`config.mk`:
```
export PLATFORM = sky130hd
export DESIGN_NAME = tage_update_queue
export DESIGN_NICKNAME = d
export VERILOG_FILES = /design/src/rtl/tage_update_queue.sv
export SDC_FILE = /design/constraint.sdc
export NUM_CORES = 1
export LEC_CHECK = 0
export CAP_MARGIN = 20
export CORE_ASPECT_RATIO = 0.9
export CORE_MARGIN = 2
export CORE_UTILIZATION = 60
export CTS_CLUSTER_DIAMETER = 50
export DETAILED_ROUTE_END_ITERATION = 10
export PLACE_DENSITY_LB_ADDON = 0.08
export SLEW_MARGIN = 5
export SYNTH_ARGS = -nofsm -noshare
export SYNTH_HDL_FRONTEND = slang
export SYNTH_SLANG_ARGS = --single-unit
```
`constraint.sdc`:
```
create_clock -name i_clk -period 6.95 [get_ports i_clk]
set_clock_uncertainty 0.15 [all_clocks]
set_input_delay 1.7375 -clock i_clk [delete_from_list [all_inputs] [get_ports i_clk]]
set_output_delay 1.7375 -clock i_clk [all_outputs]
set_load 0.02 [all_outputs]
```
`src/rtl/tage_update_queue.sv`:
```
// In-order tracking queue of in-flight predicted branches feeding the TAGE T0 update port.
// Entries are resolved out of order, retire in allocation order, and can be squashed by a mispredict flush.
module tage_update_queue #(
  parameter int DEPTH = 16,
  parameter int TAG_W = $clog2(DEPTH)
) (
  input  logic             i_clk,
  input  logic             i_rst,
  // Alloc handshake: an entry is written on a rising edge where i_alloc_valid && o_alloc_ready.
  // o_alloc_ready never waits on i_alloc_valid; valid without ready is dropped, not held.
  input  logic             i_alloc_valid,
  input  logic [31:0]      i_alloc_pc,
  input  logic [1:0]       i_alloc_pred,
  output logic             o_alloc_ready,
  output logic [TAG_W-1:0] o_alloc_tag,
  input  logic             i_resolve_valid,
  input  logic [TAG_W-1:0] i_resolve_tag,
  input  logic             i_resolve_taken,
  input  logic             i_flush_valid,
  input  logic [TAG_W-1:0] i_flush_tag,
  output logic             o_update_valid,
  output logic [31:0]      o_update_pc,
  output logic             o_update_taken,
  output logic [1:0]       o_update_pred,
  output logic [TAG_W:0]   o_count
);

  logic [TAG_W:0]   r_head;
  logic [TAG_W:0]   r_tail;
  logic [31:0]      r_pc [DEPTH];
  logic [1:0]       r_pred [DEPTH];
  logic [DEPTH-1:0] r_taken;
  logic [DEPTH-1:0] r_resolved;

  logic             r_update_valid;
  logic [31:0]      r_update_pc;
  logic             r_update_taken;
  logic [1:0]       r_update_pred;

  logic [TAG_W:0]   w_count;
  logic [TAG_W-1:0] w_head_idx;
  logic [TAG_W-1:0] w_tail_idx;
  logic             w_full;
  logic             w_empty;
  logic             w_alloc_fire;
  logic [TAG_W-1:0] w_flush_off;
  logic             w_flush_live;
  logic [TAG_W-1:0] w_res_off;
  logic             w_res_live;
  logic             w_res_survives;
  logic             w_res_apply;
  logic             w_retire;
  logic [TAG_W-1:0] w_slot_off [DEPTH];
  logic [DEPTH-1:0] w_squash;
  logic [DEPTH-1:0] w_resolved_nxt;
  logic [TAG_W:0]   w_head_nxt;
  logic [TAG_W:0]   w_tail_nxt;

  assign w_count    = r_tail - r_head;
  assign w_head_idx = r_head[TAG_W-1:0];
  assign w_tail_idx = r_tail[TAG_W-1:0];
  assign w_full     = (w_count == (TAG_W+1)'(DEPTH));
  assign w_empty    = (w_count == '0);

  assign o_alloc_ready = !w_full && !i_flush_valid;
  assign o_alloc_tag   = w_tail_idx;
  assign o_count       = w_count;
  assign w_alloc_fire  = i_alloc_valid && o_alloc_ready;

  // Offsets are distances from head modulo DEPTH; a slot is live when its offset is below count.
  assign w_flush_off  = i_flush_tag - w_head_idx;
  assign w_flush_live = i_flush_valid && ({1'b0, w_flush_off} < w_count);

  assign w_res_off      = i_resolve_tag - w_head_idx;
  assign w_res_live     = ({1'b0, w_res_off} < w_count);
  assign w_res_survives = !w_flush_live || (w_res_off <= w_flush_off);
  assign w_res_apply    = i_resolve_valid && w_res_live && w_res_survives &&
                          !r_resolved[i_resolve_tag];

  // Resolved is only set on a live entry, so a resolved head implies a retire-ready entry.
  assign w_retire = !w_empty && r_resolved[w_head_idx];

  always_comb begin
    w_squash = '0;
    for (int i = 0; i < DEPTH; i++) begin
      w_slot_off[i] = TAG_W'(i) - w_head_idx;
      w_squash[i]   = w_flush_live && (w_slot_off[i] > w_flush_off) &&
                      ({1'b0, w_slot_off[i]} < w_count);
    end
  end

  always_comb begin
    w_resolved_nxt = r_resolved;
    for (int i = 0; i < DEPTH; i++) begin
      if (w_squash[i]) begin
        w_resolved_nxt[i] = 1'b0;
      end
      if (w_retire && (w_head_idx == TAG_W'(i))) begin
        w_resolved_nxt[i] = 1'b0;
      end
      if (w_alloc_fire && (w_tail_idx == TAG_W'(i))) begin
        w_resolved_nxt[i] = 1'b0;
      end
      if (w_res_apply && (i_resolve_tag == TAG_W'(i))) begin
        w_resolved_nxt[i] = 1'b1;
      end
    end
  end

  // Flush rebuilds tail from the pre-retire head so the flushing entry itself is always kept.
  always_comb begin
    w_head_nxt = r_head;
    w_tail_nxt = r_tail;
    if (w_retire) begin
      w_head_nxt = r_head + (TAG_W+1)'(1);
    end
    if (w_flush_live) begin
      w_tail_nxt = r_head + {1'b0, w_flush_off} + (TAG_W+1)'(1);
    end else if (w_alloc_fire) begin
      w_tail_nxt = r_tail + (TAG_W+1)'(1);
    end
  end

  always_ff @(posedge i_clk or posedge i_rst) begin
    if (i_rst) begin
      r_head     <= '0;
      r_tail     <= '0;
      r_resolved <= '0;
    end else begin
      r_head     <= w_head_nxt;
      r_tail     <= w_tail_nxt;
      r_resolved <= w_resolved_nxt;
    end
  end

  // Payload storage carries no reset: it is only read behind a set resolved bit.
  always_ff @(posedge i_clk) begin
    if (w_alloc_fire) begin
      r_pc[w_tail_idx]   <= i_alloc_pc;
      r_pred[w_tail_idx] <= i_alloc_pred;
    end
    if (w_res_apply) begin
      r_taken[i_resolve_tag] <= i_resolve_taken;
    end
  end

  always_ff @(posedge i_clk or posedge i_rst) begin
    if (i_rst) begin
      r_update_valid <= 1'b0;
      r_update_pc    <= '0;
      r_update_taken <= 1'b0;
      r_update_pred  <= '0;
    end else begin
      r_update_valid <= w_retire;
      if (w_retire) begin
        r_update_pc    <= r_pc[w_head_idx];
        r_update_taken <= r_taken[w_head_idx];
        r_update_pred  <= r_pred[w_head_idx];
      end
    end
  end

  assign o_update_valid = r_update_valid;
  assign o_update_pc    = r_update_pc;
  assign o_update_taken = r_update_taken;
  assign o_update_pred  = r_update_pred;

endmodule

```
Yosys cells after proc, flatten, opt, wreduce, memory -nomap -nowiden:

Memory sizes are Yosys's and may differ from the RTL's. A register that Yosys moved wholly into a read port is not among the register bits.
Index checks and enable logic that the tools add are counted.

* logic and storage cells: 322
* register bits: 44
* memory bits (writable): 544
* output and inout port bits: 46
* input port bits: 48
* memories kept: 2

Memory list
* r_pc: words 16, bits a word 32, rd ports 1, clocked after memory_dff 1, write ports 1, RTL line 30 `logic [31:0] r_pc [DEPTH];`
* r_pred: words 16, bits a word 2, rd ports 1, clocked after memory_dff 1, write ports 1, RTL line 31 `logic [1:0] r_pred [DEPTH];`

* add/sub/neg operators: 23
* multiplexer cells: 77
* eq/ne operators: 46
* $lt $le $gt $ge: 38
* reductions and logical operators: 115

Operators with widths (number)
* $eq A4 B4 Y1 const B: 24
* $lt A4 B5 Y1: 18
* $logic_and A1 B1 Y1: 88
* $mux W1: 70
* $gt A4 B4 Y1: 16
* $reduce_bool A4 Y1: 16
* $eq A4 B3 Y1 const B: 12
* $sub A4 B4 Y4 const A: 8
* $eq A4 B2 Y1 const B: 6
* $bwmux W16: 1
* $sub A3 B4 Y4 const A: 4
* $add A5 B1 Y5 const B: 3
* $bmux W1 S4: 3
* $eq A4 B1 Y1 const B: 3
* $logic_not A4 Y1: 3
* $lt A4 B5 Y1 const B: 2
* $mux W5: 2
* $sub A1 B4 Y4 const A: 2
* $sub A2 B4 Y4 const A: 2
* $sub A4 B4 Y4: 2
* $add A5 B4 Y5: 1
* $eq A5 B5 Y1 const B: 1
* $logic_not A1 Y1: 5
* $logic_not A5 Y1: 1
* other kinds (6): 6

Logic depth before layout (Yosys ltp):

* depth after elaboration: 9
* gate-level depth with buffers: 16
* depth with buffers taken out: 14

Worst setup path before layout:

No wires, ideal clock.

* path kind: reg2out
* start: reg r_head[1]
* end: out o_alloc_ready
* slack: 1319 ps
* arrival time: 3744 ps
* data required time: 5062 ps
* buffers on the path: 4
* cell stages (with the launch flop): 12
* cell sequence: dfrtp_1 clkbuf_1 clkbuf_1 clkbuf_1 inv_1 fa_1 a21o_1 a21oi_4 xor2_4 inv_2 buf_1 a31oi_1

* cells in the longest elaborated chain, start to end: 4

RTL lines
* start, declared: RTL line 28 `logic [TAG_W:0] r_head;`
* start signal, assigned: RTL line 130 `r_head <= w_head_nxt;`
* $sub A5 B5 Y5: RTL line 59 `assign w_count = r_tail - r_head;`
* via o_count[4]: RTL line 25 `output logic [TAG_W:0] o_count`
* $eq A5 B5 Y1: RTL line 62 `assign w_full = (w_count == (TAG_W+1)'(DEPTH));`
* $logic_not A1 Y1: RTL line 65 `assign o_alloc_ready = !w_full && !i_flush_valid;`
* $logic_and A1 B1 Y1: RTL line 65
* end, declared: RTL line 14 `output logic o_alloc_ready,`

The timed path passes the listed nets, and every way through them passes these cells.

Worst setup path in the final report:

* start: reg r_tail[0]
* end: out o_alloc_ready

* cells in the longest elaborated chain, start to end: 4

RTL lines
* start, declared: RTL line 29 `logic [TAG_W:0] r_tail;`
* start signal, assigned: RTL line 131 `r_tail <= w_tail_nxt;`
* $sub A5 B5 Y5: RTL line 59
* $eq A5 B5 Y1: RTL line 62
* $logic_not A1 Y1: RTL line 65
* $logic_and A1 B1 Y1: RTL line 65

Every way passes these cells.

==> run_results.csv <==
group,metric,value,unit
cts,insertion_delay,620,ps
cts,clock_sinks,622,
routing,vias_per_cell,6.55,
power,seq_power_share,33.3,%
floorplan,die_width,225,um
global_route,grtUsageTotal,27.6,%
power,p_sw_share,35.3,%
synth,synth_most_common_cell,"edfxtp_1",
synth,synth_cells,1315,
routing,dr.pass1.iters,7,
cts,clockBufferDepth,3,
synth,synth_xor_area_share,0.962,%
synth,ys.flop_type,"edfxtp_1",
cts,root_buffer,"clkbuf_16",
sta,max_freq,166,MHz
synth,synth.top_cell.area_share,63.7,%
routing,wl_per_cell,29.6,um
min_path,worstHoldPathType,"flip-flop to flip-flop",
job,drv_cap,0,
global_route,grt_first_pass_wirelength,90800,um
synth,synth_top_area_cell,"edfxtp_1",
synth,syn_area_per_cell,20.1,um2
synth,ys_types,59,
finish,final_nets,1567,
power,power_density,463,nW/um2
floorplan,rows,72,
global_route,overflow,0,
power,combPwrFrac,43.1,%
synth,synth.ff_latch_count,622,
placed_design,gp_congestion,0.958,
cts,h-tree-depth,2,
finish,drive_above_1_share,26.1,%
sta,holdWs,359,ps
power,max-vdd-ir-drop,401,uV
sta,rsz0062_at_grt,"no",
floorplan,initial_utilization,61.2,%
cts,cts_tree,"yes",
synth,synth-compound-area-share,3.39,%
run_status,status,"complete, no violations",
synth,synth_top_family_by_area,"multiplexers",
placed_design,port_buffers,93,
cts,cts_buffers,59,
cts,clk_pin_slew,60,ps
power,intPower,0.00902,W
routing,vias,13400,
synth,yosysWarnings,0,
placed_design,pre_cts_slack,898,ps
finish,syn2layout_area_growth,14.0,%
finish,fillCellCount,2684,
worst_setup_path,cp.required,5060,ps
finish,multi_input_area,7520,um2
worst_setup_path,endpoint_kind,"primary output",
synth,synthSimpleGateAreaFrac,2.27,%
synth,synth_common_cells,"560 x edfxtp_1, 182 x mux4_2, 69 x ha_1",
synth,synth_edf_count,560,
power,clockPowerShare,23.6,%
global_route,antenna_found_initial,2,
cts,ctsResizeCount,0,
synth,synth_area,26400,um2
worst_setup_path,cp_max_fo,12,
sta,fin_crit_sh,86.5,%
sta,tns,0,ps
routing,wirelength,60600,um
synth,synth_nets,1437,
power,total_power,0.0139,W
sta,drv_slew,0,
finish,register_area,18400,um2
sta,hold_viol_final,0,
floorplan,die_h,203,um
worst_setup_path,cp_data_arrival_time,4130,ps
synth,synth.area.mux_share,17.8,%
floorplan,core,43200,um2
sta,relSlewSlack,29.6,%
synth,synthAdderAreaFrac,4.11,%
sta,worst_pin_slew,1050,ps
floorplan,die_area,45700,um2
power,netSwitchingPower,0.00491,W
sta,setup_ws,935,ps
synth,yosys-top-cells-area,"edfxtp_1 64%, mux4_2 16%, dfrtp_1 5.9%, ha_1 3.3%, mux2_4 2.0%",
worst_setup_path,criticalPathCategory,"flip-flop to primary output",
worst_setup_path,worst_setup_path_start_kind,"flip-flop",
finish,antenna_cells,0,
sta,finalSetupViolations,0,
routing,drc_errors,0,
synth,ys_async_sr_fraction,9.97,%
floorplan,ioPinCount,94,
cts,cts_hold_buf,0,
cts,cts_setup_buffers,0,
routing,drtIter0Drc,1715,
synth,yosysSeqAreaShare,69.6,%
placed_design,dp_hpwl,34100,um
sta,finalCriticalPeriod,6010,ps
global_route,grt_pass1_vias,13900,
worst_setup_path,rrSetupSlack,1810,ps
power,p_leak,10.3,nW
routing,ant_nets,0,
global_route,grt_max_degree,147,
## critical path, stage by stage, from the launching register on
cell             delay (ps)
dfrtp_1                 470
inv_1                   190
ha_1                    240
inv_1                    70
fa_1                    430
xnor2_2                 710
inv_1                   290
nor2_1                  340
a31oi_1                 160
clkdlybuf4s50_1         580
## placed cells by master (no fill, tap or decap), types with 22 or more instances in the layout
master	n
mux4_2	182
mux2_4	35
clkbuf_16	59
edfxtp_1	560
nand3_1	22
ha_1	69
buf_4	34
inv_1	35
a21oi_1	32
dfrtp_1	59
clkdlybuf4s50_1	93
nand2_1	39
## cells by family after synthesis
family          after synthesis
xor+xnor                     26
flops                       622
buf+inv                     117
fa+ha+maj                    86
simple gates                118
mux                         223
compound gates              123
## state kept, by name (all words and copies together), names as in the netlist
register / flops
r_head: 5
r_taken: 16
r_pc: 512
r_tail: 5
o_update_pc: 32
r_pred: 32
o_update_valid: 1
o_update_pred: 2
o_update_taken: 1
r_resolved: 16
## power by group through the flow
stage	Clock, W	Sequential (W)	Combinational, W
floorplan	0	0.00475	0.00409
global placement	0	0.00469	0.00595
detailed placement	0	0.00471	0.00597
CTS	0.00333	0.00463	0.00600
global route	0.00347	0.00466	0.00644
finish	0.00329	0.00464	0.00601
## cell type report
cell class / count / share of cell area (%)
sequential: 622 / 61.1
multi-input combinational: 576 / 25.0
clock buffer: 85 / 5.80
timing repair buffer: 131 / 4.21
tap: 555 / 2.31
clock inverter: 27 / 0.927
inverter: 55 / 0.698
## final timing paths
check                                 from              end  cells past startpoint
max reg2reg                      r_tail[0]      r_pc[1][18]                     13
max                              r_tail[0]    o_alloc_ready                      9
min                        o_update_pc[21]  o_update_pc[21]                      1
min in group asynchronous            i_rst   o_update_pc[1]                      2
min reg2reg                o_update_pc[21]  o_update_pc[21]                      1
max in group asynchronous            i_rst  o_update_pc[22]                      3
## stage by stage
stage	util [%]	instance area, um2	std cells
global placement	65.1	28100	1939
global route	69.7	30100	2051
detailed placement	65.1	28100	1939
CTS	69.7	30100	2051
floorplan	-	26400	1315
finish	69.7	30100	2051
## metal layers
layer,track usage [%],vias up,wire length [um]
li1,-,5679,-
met1,41.3,7058,25300
met2,42.9,594,29100
met3,4.91,102,4720
met4,7.54,4,1440
met5,0,-,27
Power figures use the tool's default switching activity.
